[src/rtl/id_stage_pipe.sv]
// rtl/id_stage_pipe.sv - MIPS logic/shift decode stage with forwarding, load-use bubble and ID/EX register
module id_stage_pipe #(
    parameter int DATA_W   = 32,
    parameter int RADDR_W  = 5,
    parameter int ALUOP_W  = 8,
    parameter int ALUSEL_W = 3,
    parameter int CNT_W    = 16
) (
    input  logic                clk,
    input  logic                rst,
    input  logic                if_valid_i,
    input  logic [DATA_W-1:0]   pc_i,
    input  logic [31:0]         inst_i,
    output logic                id_ready_o,
    output logic                reg1_read_o,
    output logic                reg2_read_o,
    output logic [RADDR_W-1:0]  reg1_addr_o,
    output logic [RADDR_W-1:0]  reg2_addr_o,
    input  logic [DATA_W-1:0]   reg1_data_i,
    input  logic [DATA_W-1:0]   reg2_data_i,
    input  logic                ex_wreg_i,
    input  logic                ex_load_i,
    input  logic [RADDR_W-1:0]  ex_wd_i,
    input  logic [DATA_W-1:0]   ex_wdata_i,
    input  logic                mem_wreg_i,
    input  logic [RADDR_W-1:0]  mem_wd_i,
    input  logic [DATA_W-1:0]   mem_wdata_i,
    input  logic                ex_ready_i,
    input  logic                flush_i,
    output logic                ex_valid_o,
    output logic [DATA_W-1:0]   ex_pc_o,
    output logic [ALUOP_W-1:0]  aluOp_o,
    output logic [ALUSEL_W-1:0] aluSel_o,
    output logic [DATA_W-1:0]   reg1_o,
    output logic [DATA_W-1:0]   reg2_o,
    output logic [RADDR_W-1:0]  wd_o,
    output logic                wreg_o,
    output logic                inst_invalid_o,
    output logic [CNT_W-1:0]    stall_cnt_o
);
    localparam logic [5:0] OPC_SPECIAL = 6'h00, OPC_ANDI = 6'h0C, OPC_ORI = 6'h0D;
    localparam logic [5:0] OPC_XORI = 6'h0E, OPC_LUI = 6'h0F;
    localparam logic [5:0] FN_SLL = 6'h00, FN_SRL = 6'h02, FN_SRA = 6'h03;
    localparam logic [5:0] FN_AND = 6'h24, FN_OR = 6'h25, FN_XOR = 6'h26, FN_NOR = 6'h27;
    localparam logic [ALUOP_W-1:0] EXE_NOP_OP = '0;
    localparam logic [ALUOP_W-1:0] EXE_AND_OP = ALUOP_W'(8'h24), EXE_OR_OP  = ALUOP_W'(8'h25);
    localparam logic [ALUOP_W-1:0] EXE_XOR_OP = ALUOP_W'(8'h26), EXE_NOR_OP = ALUOP_W'(8'h27);
    localparam logic [ALUOP_W-1:0] EXE_SLL_OP = ALUOP_W'(8'h7C), EXE_SRL_OP = ALUOP_W'(8'h02);
    localparam logic [ALUOP_W-1:0] EXE_SRA_OP = ALUOP_W'(8'h03);
    localparam logic [ALUSEL_W-1:0] EXE_RES_NOP = '0;
    localparam logic [ALUSEL_W-1:0] EXE_RES_LOGIC = ALUSEL_W'(3'd1), EXE_RES_SHIFT = ALUSEL_W'(3'd2);
    localparam logic [0:0] ST_RUN = 1'b0, ST_BUBBLE = 1'b1;

    logic [5:0] opcode, funct;
    logic [4:0] rs, rt, rd, shamt;
    assign opcode = inst_i[31:26];
    assign rs     = inst_i[25:21];
    assign rt     = inst_i[20:16];
    assign rd     = inst_i[15:11];
    assign shamt  = inst_i[10:6];
    assign funct  = inst_i[5:0];

    logic                dec_r1, dec_r2, dec_wreg, dec_inv;
    logic [DATA_W-1:0]   dec_imm;
    logic [ALUOP_W-1:0]  dec_op;
    logic [ALUSEL_W-1:0] dec_sel;
    logic [RADDR_W-1:0]  dec_wd;

    always_comb begin
        dec_r1 = 1'b0; dec_r2 = 1'b0; dec_wreg = 1'b0; dec_inv = 1'b1;
        dec_imm = '0; dec_op = EXE_NOP_OP; dec_sel = EXE_RES_NOP; dec_wd = '0;
        case (opcode)
            OPC_ANDI, OPC_ORI, OPC_XORI, OPC_LUI: begin
                dec_r1 = 1'b1; dec_wreg = 1'b1; dec_inv = 1'b0;
                dec_wd = RADDR_W'(rt); dec_sel = EXE_RES_LOGIC;
                dec_imm = (opcode == OPC_LUI) ? DATA_W'({inst_i[15:0], 16'h0000})
                                              : DATA_W'(inst_i[15:0]);
                case (opcode)
                    OPC_ANDI: dec_op = EXE_AND_OP;
                    OPC_XORI: dec_op = EXE_XOR_OP;
                    default:  dec_op = EXE_OR_OP;
                endcase
            end
            OPC_SPECIAL: begin
                case (funct)
                    FN_AND, FN_OR, FN_XOR, FN_NOR: begin
                        dec_r1 = 1'b1; dec_r2 = 1'b1; dec_wreg = 1'b1; dec_inv = 1'b0;
                        dec_wd = RADDR_W'(rd); dec_sel = EXE_RES_LOGIC;
                        case (funct)
                            FN_AND:  dec_op = EXE_AND_OP;
                            FN_OR:   dec_op = EXE_OR_OP;
                            FN_XOR:  dec_op = EXE_XOR_OP;
                            default: dec_op = EXE_NOR_OP;
                        endcase
                    end
                    FN_SLL, FN_SRL, FN_SRA: begin
                        if (rs == 5'd0) begin
                            dec_r2 = 1'b1; dec_wreg = 1'b1; dec_inv = 1'b0;
                            dec_imm = DATA_W'(shamt); dec_wd = RADDR_W'(rd); dec_sel = EXE_RES_SHIFT;
                            case (funct)
                                FN_SLL:  dec_op = EXE_SLL_OP;
                                FN_SRL:  dec_op = EXE_SRL_OP;
                                default: dec_op = EXE_SRA_OP;
                            endcase
                        end
                    end
                    default: ;
                endcase
            end
            default: ;
        endcase
    end

    assign reg1_read_o = dec_r1;
    assign reg2_read_o = dec_r2;
    assign reg1_addr_o = RADDR_W'(rs);
    assign reg2_addr_o = RADDR_W'(rt);

    // r0 is hard zero; EX results beat MEM, and an EX load has no data yet
    function automatic logic [DATA_W-1:0] pick_operand(
        input logic en, input logic [RADDR_W-1:0] addr, input logic [DATA_W-1:0] rf_data,
        input logic [DATA_W-1:0] imm, input logic ex_fwd, input logic [RADDR_W-1:0] ex_wd,
        input logic [DATA_W-1:0] ex_wdata, input logic mem_wreg, input logic [RADDR_W-1:0] mem_wd,
        input logic [DATA_W-1:0] mem_wdata);
        if (!en)                                 return imm;
        else if (addr == '0)                     return '0;
        else if (ex_fwd && ex_wd == addr)        return ex_wdata;
        else if (mem_wreg && mem_wd == addr)     return mem_wdata;
        else                                     return rf_data;
    endfunction

    logic [DATA_W-1:0] op1, op2;
    logic ex_fwd, haz1, haz2, hazard, advance, load, bubble;

    assign ex_fwd = ex_wreg_i && !ex_load_i;
    assign op1 = pick_operand(dec_r1, reg1_addr_o, reg1_data_i, dec_imm, ex_fwd, ex_wd_i,
                              ex_wdata_i, mem_wreg_i, mem_wd_i, mem_wdata_i);
    assign op2 = pick_operand(dec_r2, reg2_addr_o, reg2_data_i, dec_imm, ex_fwd, ex_wd_i,
                              ex_wdata_i, mem_wreg_i, mem_wd_i, mem_wdata_i);

    assign haz1    = dec_r1 && reg1_addr_o != '0 && ex_wd_i == reg1_addr_o;
    assign haz2    = dec_r2 && reg2_addr_o != '0 && ex_wd_i == reg2_addr_o;
    assign hazard  = if_valid_i && ex_wreg_i && ex_load_i && (haz1 || haz2);
    assign advance = ex_ready_i || !ex_valid_o;
    assign load    = advance && if_valid_i && !hazard && !flush_i;
    assign bubble  = advance && hazard && !flush_i;
    assign id_ready_o = load;

    logic [0:0]          state_q, state_d;
    logic                valid_q, valid_d, wreg_q, wreg_d, inv_q, inv_d;
    logic [DATA_W-1:0]   pc_q, pc_d, reg1_q, reg1_d, reg2_q, reg2_d;
    logic [ALUOP_W-1:0]  aluop_q, aluop_d;
    logic [ALUSEL_W-1:0] alusel_q, alusel_d;
    logic [RADDR_W-1:0]  wd_q, wd_d;
    logic [CNT_W-1:0]    stall_q, stall_d;

    always_comb begin
        state_d = state_q; valid_d = valid_q; wreg_d = wreg_q; inv_d = inv_q;
        pc_d = pc_q; reg1_d = reg1_q; reg2_d = reg2_q;
        aluop_d = aluop_q; alusel_d = alusel_q; wd_d = wd_q;
        if (flush_i) begin
            valid_d = 1'b0; wreg_d = 1'b0; state_d = ST_RUN;
        end else if (advance) begin
            valid_d = load;
            state_d = hazard ? ST_BUBBLE : ST_RUN;
            if (load) begin
                pc_d = pc_i; reg1_d = op1; reg2_d = op2; aluop_d = dec_op;
                alusel_d = dec_sel; wd_d = dec_wd; wreg_d = dec_wreg; inv_d = dec_inv;
            end else begin
                wreg_d = 1'b0;
            end
        end
        stall_d = (bubble && stall_q != '1) ? stall_q + CNT_W'(1) : stall_q;
    end

    always_ff @(posedge clk or negedge rst) begin
        if (!rst) begin
            state_q <= ST_RUN; valid_q <= 1'b0; wreg_q <= 1'b0; inv_q <= 1'b0;
            pc_q <= '0; reg1_q <= '0; reg2_q <= '0; aluop_q <= EXE_NOP_OP;
            alusel_q <= EXE_RES_NOP; wd_q <= '0; stall_q <= '0;
        end else begin
            state_q <= state_d; valid_q <= valid_d; wreg_q <= wreg_d; inv_q <= inv_d;
            pc_q <= pc_d; reg1_q <= reg1_d; reg2_q <= reg2_d; aluop_q <= aluop_d;
            alusel_q <= alusel_d; wd_q <= wd_d; stall_q <= stall_d;
        end
    end

    assign ex_valid_o = valid_q;
    assign ex_pc_o = pc_q;
    assign aluOp_o = aluop_q;
    assign aluSel_o = alusel_q;
    assign reg1_o = reg1_q;
    assign reg2_o = reg2_q;
    assign wd_o = wd_q;
    assign wreg_o = wreg_q;
    assign inst_invalid_o = inv_q;
    assign stall_cnt_o = stall_q;
endmodule

[config.mk]
export PLATFORM = sky130hd
export DESIGN_NAME = id_stage_pipe
export DESIGN_NICKNAME = d
export VERILOG_FILES = /design/src/rtl/id_stage_pipe.sv
export SDC_FILE = /design/constraint.sdc
export NUM_CORES = 1
export LEC_CHECK = 0
export BUFFER_PORTS_ARGS = -buffer_cell sky130_fd_sc_hd__buf_2
export CORE_AREA = 2 2 136 138
export CTS_CLUSTER_DIAMETER = 80
export CTS_CLUSTER_SIZE = 25
export DETAILED_ROUTE_END_ITERATION = 8
export DIE_AREA = 0 0 138 140
export PLACE_DENSITY = 0.81
export SLEW_MARGIN = 20
export SYNTH_ARGS = -nofsm -noshare
export SYNTH_HDL_FRONTEND = slang
export SYNTH_SLANG_ARGS = --single-unit
export TNS_END_PERCENT = 1
[constraint.sdc]
create_clock -name clk -period 4.9 [get_ports clk]
set_clock_uncertainty 0.15 [all_clocks]
set_input_delay 1.47 -clock clk [delete_from_list [all_inputs] [get_ports clk]]
set_output_delay 1.47 -clock clk [all_outputs]
set_load 0.02 [all_outputs]
==> flow_summary.rst, run 1 <==
.. list-table::
   :header-rows: 1

   * - Metric
     - Value
   * - Buffers and inverters on the worst path
     - 3
   * - Power after layout
     - 3.13 mW
   * - Max-cap viol count
     - 0
   * - Cell family with most CP delay
     - simple AND/OR/NAND/NOR gates
   * - Antenna violations before repair
     - 4
   * - Pin count of the biggest net entering global routing
     - 120
   * - Top Ports
     - 354
   * - # clock sinks
     - 126
   * - Worst flop-to-flop path endpoint
     - wd_o[3]
   * - Worst stage delay on the critical path
     - 0.52 ns
   * - Power density over the cells
     - 321 mW/mm2
   * - Root buffer selected by CTS
     - sky130_fd_sc_hd__clkbuf_16
   * - Yosys Warn Count
     - 0
   * - Dpl hpwl
     - 21000 um
   * - Setup total negative slack
     - 0 ns
   * - Setup-failing EPs final
     - 0
   * - Longest Clk Path Bufs
     - 2
   * - Area delta synth->final
     - 33.1%
   * - CTS tree
     - yes
   * - Library cell with the largest summed area after synthesis
     - sky130_fd_sc_hd__dfrtp_1
   * - Async set-reset flop share out of synthesis
     - 1.00
   * - R2R setup slack
     - 2.30 ns
   * - Tot GR Track Use
     - 0.282
   * - Via count of the first global-routing pass
     - 7610
   * - Crit share post-route
     - 0.958
   * - Via-to-Cell Ratio
     - 5.49
   * - Fraction of layout cells with a size suffix above 1
     - 0.364
   * - Critical Path End Type
     - primary output
   * - Most used standard cell by instance count after synthesis
     - sky130_fd_sc_hd__nand2_1
   * - Share of the synthesized area in the top cell type
     - 0.431
   * - H-tree depth reported by CTS
     - 4
   * - Hold bufs inserted after CTS
     - 0
   * - Sequential standard cell area
     - 0.00315 mm2
   * - Number of detailed-route iterations in the first pass
     - 6
   * - RSZ-0062 raised after global routing
     - no
   * - Count of routing violations after the opening detailed-route iteration
     - 532
   * - Outcome
     - finished, final reports clean
   * - Post-route DRC
     - 0
   * - Final period demand of the worst path
     - 4.69 ns
   * - Initial Util
     - 0.411
   * - Post-synth EDFFs
     - 0
   * - Crit path capture
     - id_ready_o
   * - Worst-margin pin slew
     - 1.12 ns
   * - Switching component of the power
     - 0.994 mW
   * - Port Buf Inserts
     - 351
   * - Max-slew violation count
     - 0
   * - Cell row count
     - 49
   * - Commonest cells in the synthesized netlist
     - sky130_fd_sc_hd__nand2_1 (204), sky130_fd_sc_hd__dfrtp_1 (126), sky130_fd_sc_hd__nor2_1 (122)
   * - Number of nets at the end of the flow
     - 1389
   * - Post-CTS resize count
     - 0
   * - Max Clock Freq
     - 213 MHz
   * - Relative contribution of sequential cells to total power
     - 0.384
   * - Fill cell total of the finished layout
     - 1677
   * - Sequential cell area fraction in the yosys report
     - 0.431
   * - Launching element of the worst setup path
     - inst_i[19]
   * - Wire length of the first global-routing pass
     - 42400 um
   * - Design internal power
     - 2.13 mW
   * - Worst-case vdd ir drop
     - 0.228 mV
   * - P_leak
     - 5.12 nW
   * - Switching power as a share of total power
     - 0.318
   * - Cells after Synth
     - 865
   * - Routed WL per cell
     - 19.7 um
   * - Count of different cell masters after synthesis
     - 51
   * - Clock insertion delay at the later pin of the skew report
     - 0.41 ns
   * - Mapped cell area
     - 0.00731 mm2
   * - Cell depth of the worst setup path
     - 7
   * - Ordered list of cells on the worst path
     - buf_2, or4_1, nor2_1, a211oi_1, a311o_2, inv_4, buf_2
   * - Worst Reg2Reg Path Length in Cells
     - 8
   * - Chip Width
     - 138 um
   * - Main area contributors after synthesis
     - sky130_fd_sc_hd__dfrtp_1 (43%), sky130_fd_sc_hd__nand2_1 (10%), sky130_fd_sc_hd__nor2_1 (6.3%)
   * - CTS buffer count
     - 17
   * - Number of flip-flops and latches in the synthesized netlist
     - 126
   * - Launching element type of the critical path
     - input pin
   * - Overall die area
     - 0.0193 mm2
   * - Part of the total power dissipated in the clock network
     - 0.405
   * - Final ANT Viol Nets
     - 0
   * - Number of buffers inserted by post-CTS setup repair
     - 0
   * - CTS clock-pin slew for the worst setup and hold paths
     - 0.06 ns
   * - Critical path's slowest cell
     - sky130_fd_sc_hd__or4_1
   * - CORE AREA
     - 0.0178 mm2
   * - Share of power burned in combinational logic
     - 0.211
   * - Worst reg2reg path startpoint
     - ex_valid_o
   * - Category of the critical setup timing path
     - input pin to primary output
   * - Required time of the critical path
     - 3.28 ns
   * - CP Max Fanout
     - 5
   * - Worst-case headroom to the max-slew limit
     - 0.256
   * - Post-synth top flop
     - sky130_fd_sc_hd__dfrtp_1
   * - Remaining Overflow, GRT
     - 0
   * - Library cell appearing most often on the critical path
     - sky130_fd_sc_hd__buf_2
   * - Via count
     - 7821
   * - Final hold violations
     - 0
   * - Mean cell area of the mapped netlist
     - 8.45 um2
   * - Type of the tightest min-delay check
     - flop to flop
   * - Wire length reported by the detailed router
     - 28100 um
   * - Footprint of the multi-input gates
     - 0.00368 mm2
   * - Vertical extent of the die
     - 140 um
   * - Data arrival at the endpoint of the critical path
     - 3.07 ns
   * - Final GP Congestion
     - 0.942
==> sequential cells by signal (all words and copies together), names as in the netlist <==
register / count
stall_cnt_o: 16
reg2_o: 32
wreg_o: 1
ex_pc_o: 32
aluOp_o: 4
ex_valid_o: 1
aluSel_o: 2
wd_o: 5
inst_invalid_o: 1
reg1_o: 32
==> kinds of logic after synthesis <==
kind of cell | after synthesis | share of synthesized area
multiplexers | 22 | 0.0305
buffers and inverters | 102 | 0.0695
flip-flops | 126 | 0.431
adder cells (fa/ha/maj) | 1 | 0.00171
AO/OA/AOI/OAI | 171 | 0.189
other | 1 | 0.000513
XOR/XNOR | 31 | 0.0371
AND/OR/NAND/NOR | 411 | 0.241
==> area by class of cell <==
class | instances | area share
repair buffers | 372 | 0.199
inverters | 23 | 0.00912
clock buffers | 18 | 0.0441
clock inverters | 14 | 0.0159
well taps | 229 | 0.0294
diodes | 4 | 0.00103
multi-input cells | 638 | 0.378
flip-flops and latches | 126 | 0.324
==> cells in the final DEF (no fill, tap or decap), types with 5 or more instances in the layout <==
cell / n
sky130_fd_sc_hd__nor2_1: 122
sky130_fd_sc_hd__mux2i_1: 20
sky130_fd_sc_hd__and2_1: 5
sky130_fd_sc_hd__and3_1: 7
sky130_fd_sc_hd__buf_2: 350
sky130_fd_sc_hd__buf_4: 19
sky130_fd_sc_hd__a211o_1: 11
sky130_fd_sc_hd__o21ai_0: 29
sky130_fd_sc_hd__a221oi_1: 6
sky130_fd_sc_hd__clkbuf_16: 17
sky130_fd_sc_hd__a31oi_1: 39
sky130_fd_sc_hd__inv_1: 22
sky130_fd_sc_hd__o41ai_2: 19
sky130_fd_sc_hd__a221o_1: 10
sky130_fd_sc_hd__xnor2_1: 24
sky130_fd_sc_hd__nand3_1: 42
sky130_fd_sc_hd__nand4_1: 5
sky130_fd_sc_hd__xor2_1: 7
sky130_fd_sc_hd__inv_6: 5
sky130_fd_sc_hd__a21oi_1: 24
sky130_fd_sc_hd__dfrtp_1: 126
sky130_fd_sc_hd__a311o_1: 25
sky130_fd_sc_hd__nand2_1: 204
==> layer usage <==
metal  wire (um)  up-vias  GRT usage
met5           0        -          0
met3        2140       70     0.0550
met2       13400      436      0.472
met1       11400     3691      0.354
met4        1160        0      0.129
li1            -     3624          -
==> per-stage QoR <==
stage / hold slack (ns) / setup slack (ns) / area (um2) / util / instances
after global routing: 0.344 / 0.0992 / 9740 / 0.548 / 1424
after detailed placement: 0.307 / 0.217 / 9140 / 0.514 / 1388
after floorplan: 0.429 / 0.256 / 7320 / - / 866
after global placement: 0.303 / 0.226 / 9140 / 0.514 / 1388
after CTS: 0.322 / 0.217 / 9720 / 0.547 / 1420
final: 0.316 / 0.208 / 9740 / 0.548 / 1424
==> power by group through the flow <==
stage	Clock [mW]	Combinational (mW)	Sequential [mW]
after floorplan	0	0.219	1.35
after global placement	0	0.650	1.21
after detailed placement	0	0.661	1.22
after CTS	1.29	0.661	1.20
after global routing	1.33	0.711	1.21
final	1.27	0.659	1.20
==> worst register-to-register path, cell delays in order (launching register included) <==
cell	delay [ns]
sky130_fd_sc_hd__dfrtp_1	0.38
sky130_fd_sc_hd__nand2b_1	0.10
sky130_fd_sc_hd__and3b_1	0.25
sky130_fd_sc_hd__inv_1	0.06
sky130_fd_sc_hd__a311o_2	0.35
sky130_fd_sc_hd__buf_4	0.29
sky130_fd_sc_hd__buf_4	0.42
sky130_fd_sc_hd__a221oi_1	0.40
sky130_fd_sc_hd__nor2_1	0.07
==> worst min-delay path by stage <==
stage / to / slack [ns] / startpoint / cells past startpoint
after floorplan: wreg_o / 0.43 / wreg_o / 2
after global placement: ex_pc_o[1] / 0.30 / ex_pc_o[1] / 2
after detailed placement: ex_pc_o[11] / 0.31 / ex_pc_o[11] / 2
after CTS: ex_pc_o[11] / 0.32 / ex_pc_o[11] / 2
after global routing: reg1_o[28] / 0.34 / reg1_o[28] / 2
final: ex_pc_o[1] / 0.32 / ex_pc_o[1] / 2
Power figures use the tool's default switching activity.
==> inputs of run 2 (changes only) <==
--- a/config.mk
+++ b/config.mk
@@ -11,6 +11,7 @@
 export CTS_CLUSTER_SIZE = 25
 export DETAILED_ROUTE_END_ITERATION = 8
 export DIE_AREA = 0 0 138 140
+export MAX_ROUTING_LAYER = met4
 export PLACE_DENSITY = 0.81
 export SLEW_MARGIN = 20
 export SYNTH_ARGS = -nofsm -noshare
==> run 2 against run 1 <==
Effect of this change: routed wire length grew 0.57%; setup slack lost 0.024 ns; total power increased by 3.2%; flip-flop and latch count unchanged; sequential share of layout area decreased by 0.16 points; final area grew 0.49%; critical endpoint unchanged.
==> flow_summary.rst, run 2 (synthesis results as in run 1) <==
.. list-table::
   :header-rows: 1

   * - Metric
     - Value
   * - Category of the critical setup timing path
     - input pin to primary output (unchanged)
   * - CTS buffer count
     - 17 (unchanged)
   * - Fill cell total of the finished layout
     - 1656 (was 1677)
   * - Antenna violations before repair
     - 5 (was 4)
   * - CTS clock-pin slew for the worst setup and hold paths
     - 0.05 ns (was 0.06 ns)
   * - Via-to-Cell Ratio
     - 5.55 (was 5.49)
   * - H-tree depth reported by CTS
     - 4 (unchanged)
   * - Critical Path End Type
     - primary output (unchanged)
   * - Relative contribution of sequential cells to total power
     - 0.372 (was 0.384)
   * - Max-cap viol count
     - 0 (unchanged)
   * - Placed instance area
     - 0.00914 mm2 (about the same)
   * - Library cell appearing most often on the critical path
     - sky130_fd_sc_hd__buf_2 (unchanged)
   * - Post-route DRC
     - 0 (unchanged)
   * - Max-slew violation count
     - 0 (unchanged)
   * - P_leak
     - 5.14 nW (was 5.12 nW)
   * - Share of power burned in combinational logic
     - 0.204 (was 0.211)
   * - Longest Clk Path Bufs
     - 2 (unchanged)
   * - Required time of the critical path
     - 3.28 ns (about the same)
   * - Worst-case vdd ir drop
     - 0.240 mV (was 0.228 mV)
   * - Via count
     - 7903 (was 7821)
   * - Clock insertion delay at the later pin of the skew report
     - 0.41 ns (about the same)
   * - Number of buffers inserted by post-CTS setup repair
     - 0 (unchanged)
   * - Hold path depth
     - 2 (unchanged)
   * - Switching component of the power
     - 0.966 mW (was 0.994 mW)
   * - Buffers and inverters on the worst path
     - 3 (unchanged)
   * - Switching power as a share of total power
     - 0.300 (was 0.318)
   * - Design internal power
     - 2.26 mW (was 2.13 mW)
   * - # clock sinks
     - 126 (unchanged)
   * - Data arrival at the endpoint of the critical path
     - 3.10 ns (was 3.07 ns)
   * - Overall die area
     - 0.0193 mm2 (unchanged)
   * - Vertical extent of the die
     - 140 um (unchanged)
   * - Type of the tightest min-delay check
     - flop to flop (unchanged)
   * - Commonest non-fill, non-tap cells in the layout
     - sky130_fd_sc_hd__buf_2 (350), sky130_fd_sc_hd__nand2_1 (204), sky130_fd_sc_hd__dfrtp_1 (126) (unchanged)
   * - Routed WL per cell
     - 19.8 um (was 19.7 um)
   * - Pin count of the biggest net entering global routing
     - 108 (was 120)
   * - Port Buf Inserts
     - 351 (unchanged)
   * - Power density over the cells
     - 330 mW/mm2 (was 321 mW/mm2)
   * - Final ANT Viol Nets
     - 0 (unchanged)
   * - Top Ports
     - 354 (unchanged)
   * - Final GP Congestion
     - 0.960 (was 0.942)
   * - Chip Width
     - 138 um (unchanged)
   * - CTS tree
     - yes (unchanged)
   * - Outcome
     - finished, final reports clean (unchanged)
   * - Remaining Overflow, GRT
     - 0 (unchanged)
   * - Dpl hpwl
     - 20900 um (was 21000 um)
   * - Fraction of layout cells with a size suffix above 1
     - 0.365 (was 0.364)
   * - Wire length of the first global-routing pass
     - 42800 um (was 42400 um)
   * - Tot GR Track Use
     - 0.294 (was 0.282)
   * - Count of routing violations after the opening detailed-route iteration
     - 673 (was 532)
   * - Worst-case headroom to the max-slew limit
     - 0.246 (was 0.256)
   * - Worst Reg2Reg Path Length in Cells
     - 9 (was 8)
   * - Setup total negative slack
     - 0 ns (unchanged)
   * - Worst-margin pin slew
     - 1.13 ns (was 1.12 ns)
   * - Cell row count
     - 49 (unchanged)
   * - Ordered list of cells on the worst path
     - buf_2, or4_1, nor2_1, a211oi_1, a311o_2, inv_4, buf_2 (unchanged)
   * - Final period demand of the worst path
     - 4.72 ns (was 4.69 ns)
   * - Launching element type of the critical path
     - input pin (unchanged)
   * - Number of nets at the end of the flow
     - 1391 (was 1389)
   * - Most common cell after layout, fill and taps aside
     - sky130_fd_sc_hd__buf_2 (unchanged)
   * - Hold bufs inserted after CTS
     - 0 (unchanged)
   * - Via count of the first global-routing pass
     - 7564 (was 7610)
   * - Max Clock Freq
     - 212 MHz (was 213 MHz)
   * - CP Max Fanout
     - 5 (unchanged)
   * - Part of the total power dissipated in the clock network
     - 0.423 (was 0.405)
   * - Post-route cell area
     - 0.00978 mm2 (was 0.00974 mm2)
   * - Worst stage delay on the critical path
     - 0.53 ns (was 0.52 ns)
   * - RSZ-0062 raised after global routing
     - no (unchanged)
   * - Cell family with most CP delay
     - simple AND/OR/NAND/NOR gates (unchanged)
   * - Critical path's slowest cell
     - sky130_fd_sc_hd__or4_1 (unchanged)
   * - Number of detailed-route iterations in the first pass
     - 6 (unchanged)
   * - Post-CTS resize count
     - 0 (unchanged)
   * - Root buffer selected by CTS
     - sky130_fd_sc_hd__clkbuf_16 (unchanged)
   * - Cell depth of the worst setup path
     - 7 (unchanged)
   * - Area delta synth->final
     - 33.8% (was 33.1%)
   * - Wire length reported by the detailed router
     - 28200 um (was 28100 um)
   * - Initial Util
     - 0.411 (unchanged)
   * - CORE AREA
     - 0.0178 mm2 (unchanged)
   * - Setup-failing EPs final
     - 0 (unchanged)
   * - Final hold violations
     - 0 (unchanged)
   * - Crit share post-route
     - 0.962 (was 0.958)
   * - Final core occ
     - 0.550 (was 0.548)
-- run 2: cell types whose count changed in the layout (fill, tap and decap cells not counted), sizes merged --
| cell | change |
|---|---|
| bufinv | +2 |
| buf | +1 |
| inv | -4 |
| clkbuf | +3 |
| diode | +2 |
| clkinv | -5 |
| clkinvlp | +2 |
-- run 2: through the flow --
| step | instances | power, mW | hold slack (ns) | worst slack [ns] |
|---|---|---|---|---|
| final | 1425 | 3.23 | 0.316 | 0.184 |
| after global routing | 1424 | 3.36 | 0.341 | 0.0818 |
| after CTS | 1419 | 3.25 | 0.321 | 0.198 |
| after detailed placement | 1390 | 1.88 | 0.307 | 0.200 |
| after global placement | 1390 | 1.86 | 0.303 | 0.214 |
| after floorplan | 866 | 1.57 | 0.429 | 0.256 |
-- run 2: layer usage --
metal	GRT usage	wire, um	up-vias
met1	0.355	11400	3723
li1	-	-	3617
met3	0.0656	2220	83
met2	0.468	13300	480
met4	0.144	1210	0
met5	-	0	-
-- run 2: worst reg2reg max path: stages, from the launching register on --
cell	delay, ns
sky130_fd_sc_hd__dfrtp_1	0.37
sky130_fd_sc_hd__nand2b_1	0.11
sky130_fd_sc_hd__and3b_1	0.25
sky130_fd_sc_hd__inv_1	0.06
sky130_fd_sc_hd__a311o_2	0.36
sky130_fd_sc_hd__inv_4	0.06
sky130_fd_sc_hd__buf_4	0.31
sky130_fd_sc_hd__buf_4	0.74
sky130_fd_sc_hd__nor2_1	0.14
sky130_fd_sc_hd__a31oi_1	0.18
-- run 2: final cells by class --
cell class,count,area (um2),share of cell area
inverter,23,88.8,0.00908
tap,229,287,0.0293
clock buffer,20,467,0.0477
sequential,126,3150,0.322
clock inverter,9,159,0.0162
antenna,6,15.0,0.00153
multi-input combinational,638,3680,0.376
timing repair buffer,374,1940,0.198
-- run 2: path summary, 6_finish.rpt --
path,slack [ns],from,end
max,0.18,inst_i[19],id_ready_o
min,0.32,ex_pc_o[1],ex_pc_o[1]
max reg2reg,2.10,ex_valid_o,reg2_o[26]
min reg2reg,0.32,ex_pc_o[1],ex_pc_o[1]
max in group asynchronous,2.84,rst,reg2_o[20]
min in group asynchronous,0.98,rst,reg1_o[20]
-- run 2: power by group through the flow --
stage | clock (mW) | combinational [mW] | sequential, mW
after CTS | 1.39 | 0.662 | 1.20
after detailed placement | 0 | 0.661 | 1.22
after global routing | 1.44 | 0.713 | 1.21
after global placement | 0 | 0.649 | 1.21
after floorplan | 0 | 0.219 | 1.35
final | 1.36 | 0.659 | 1.20
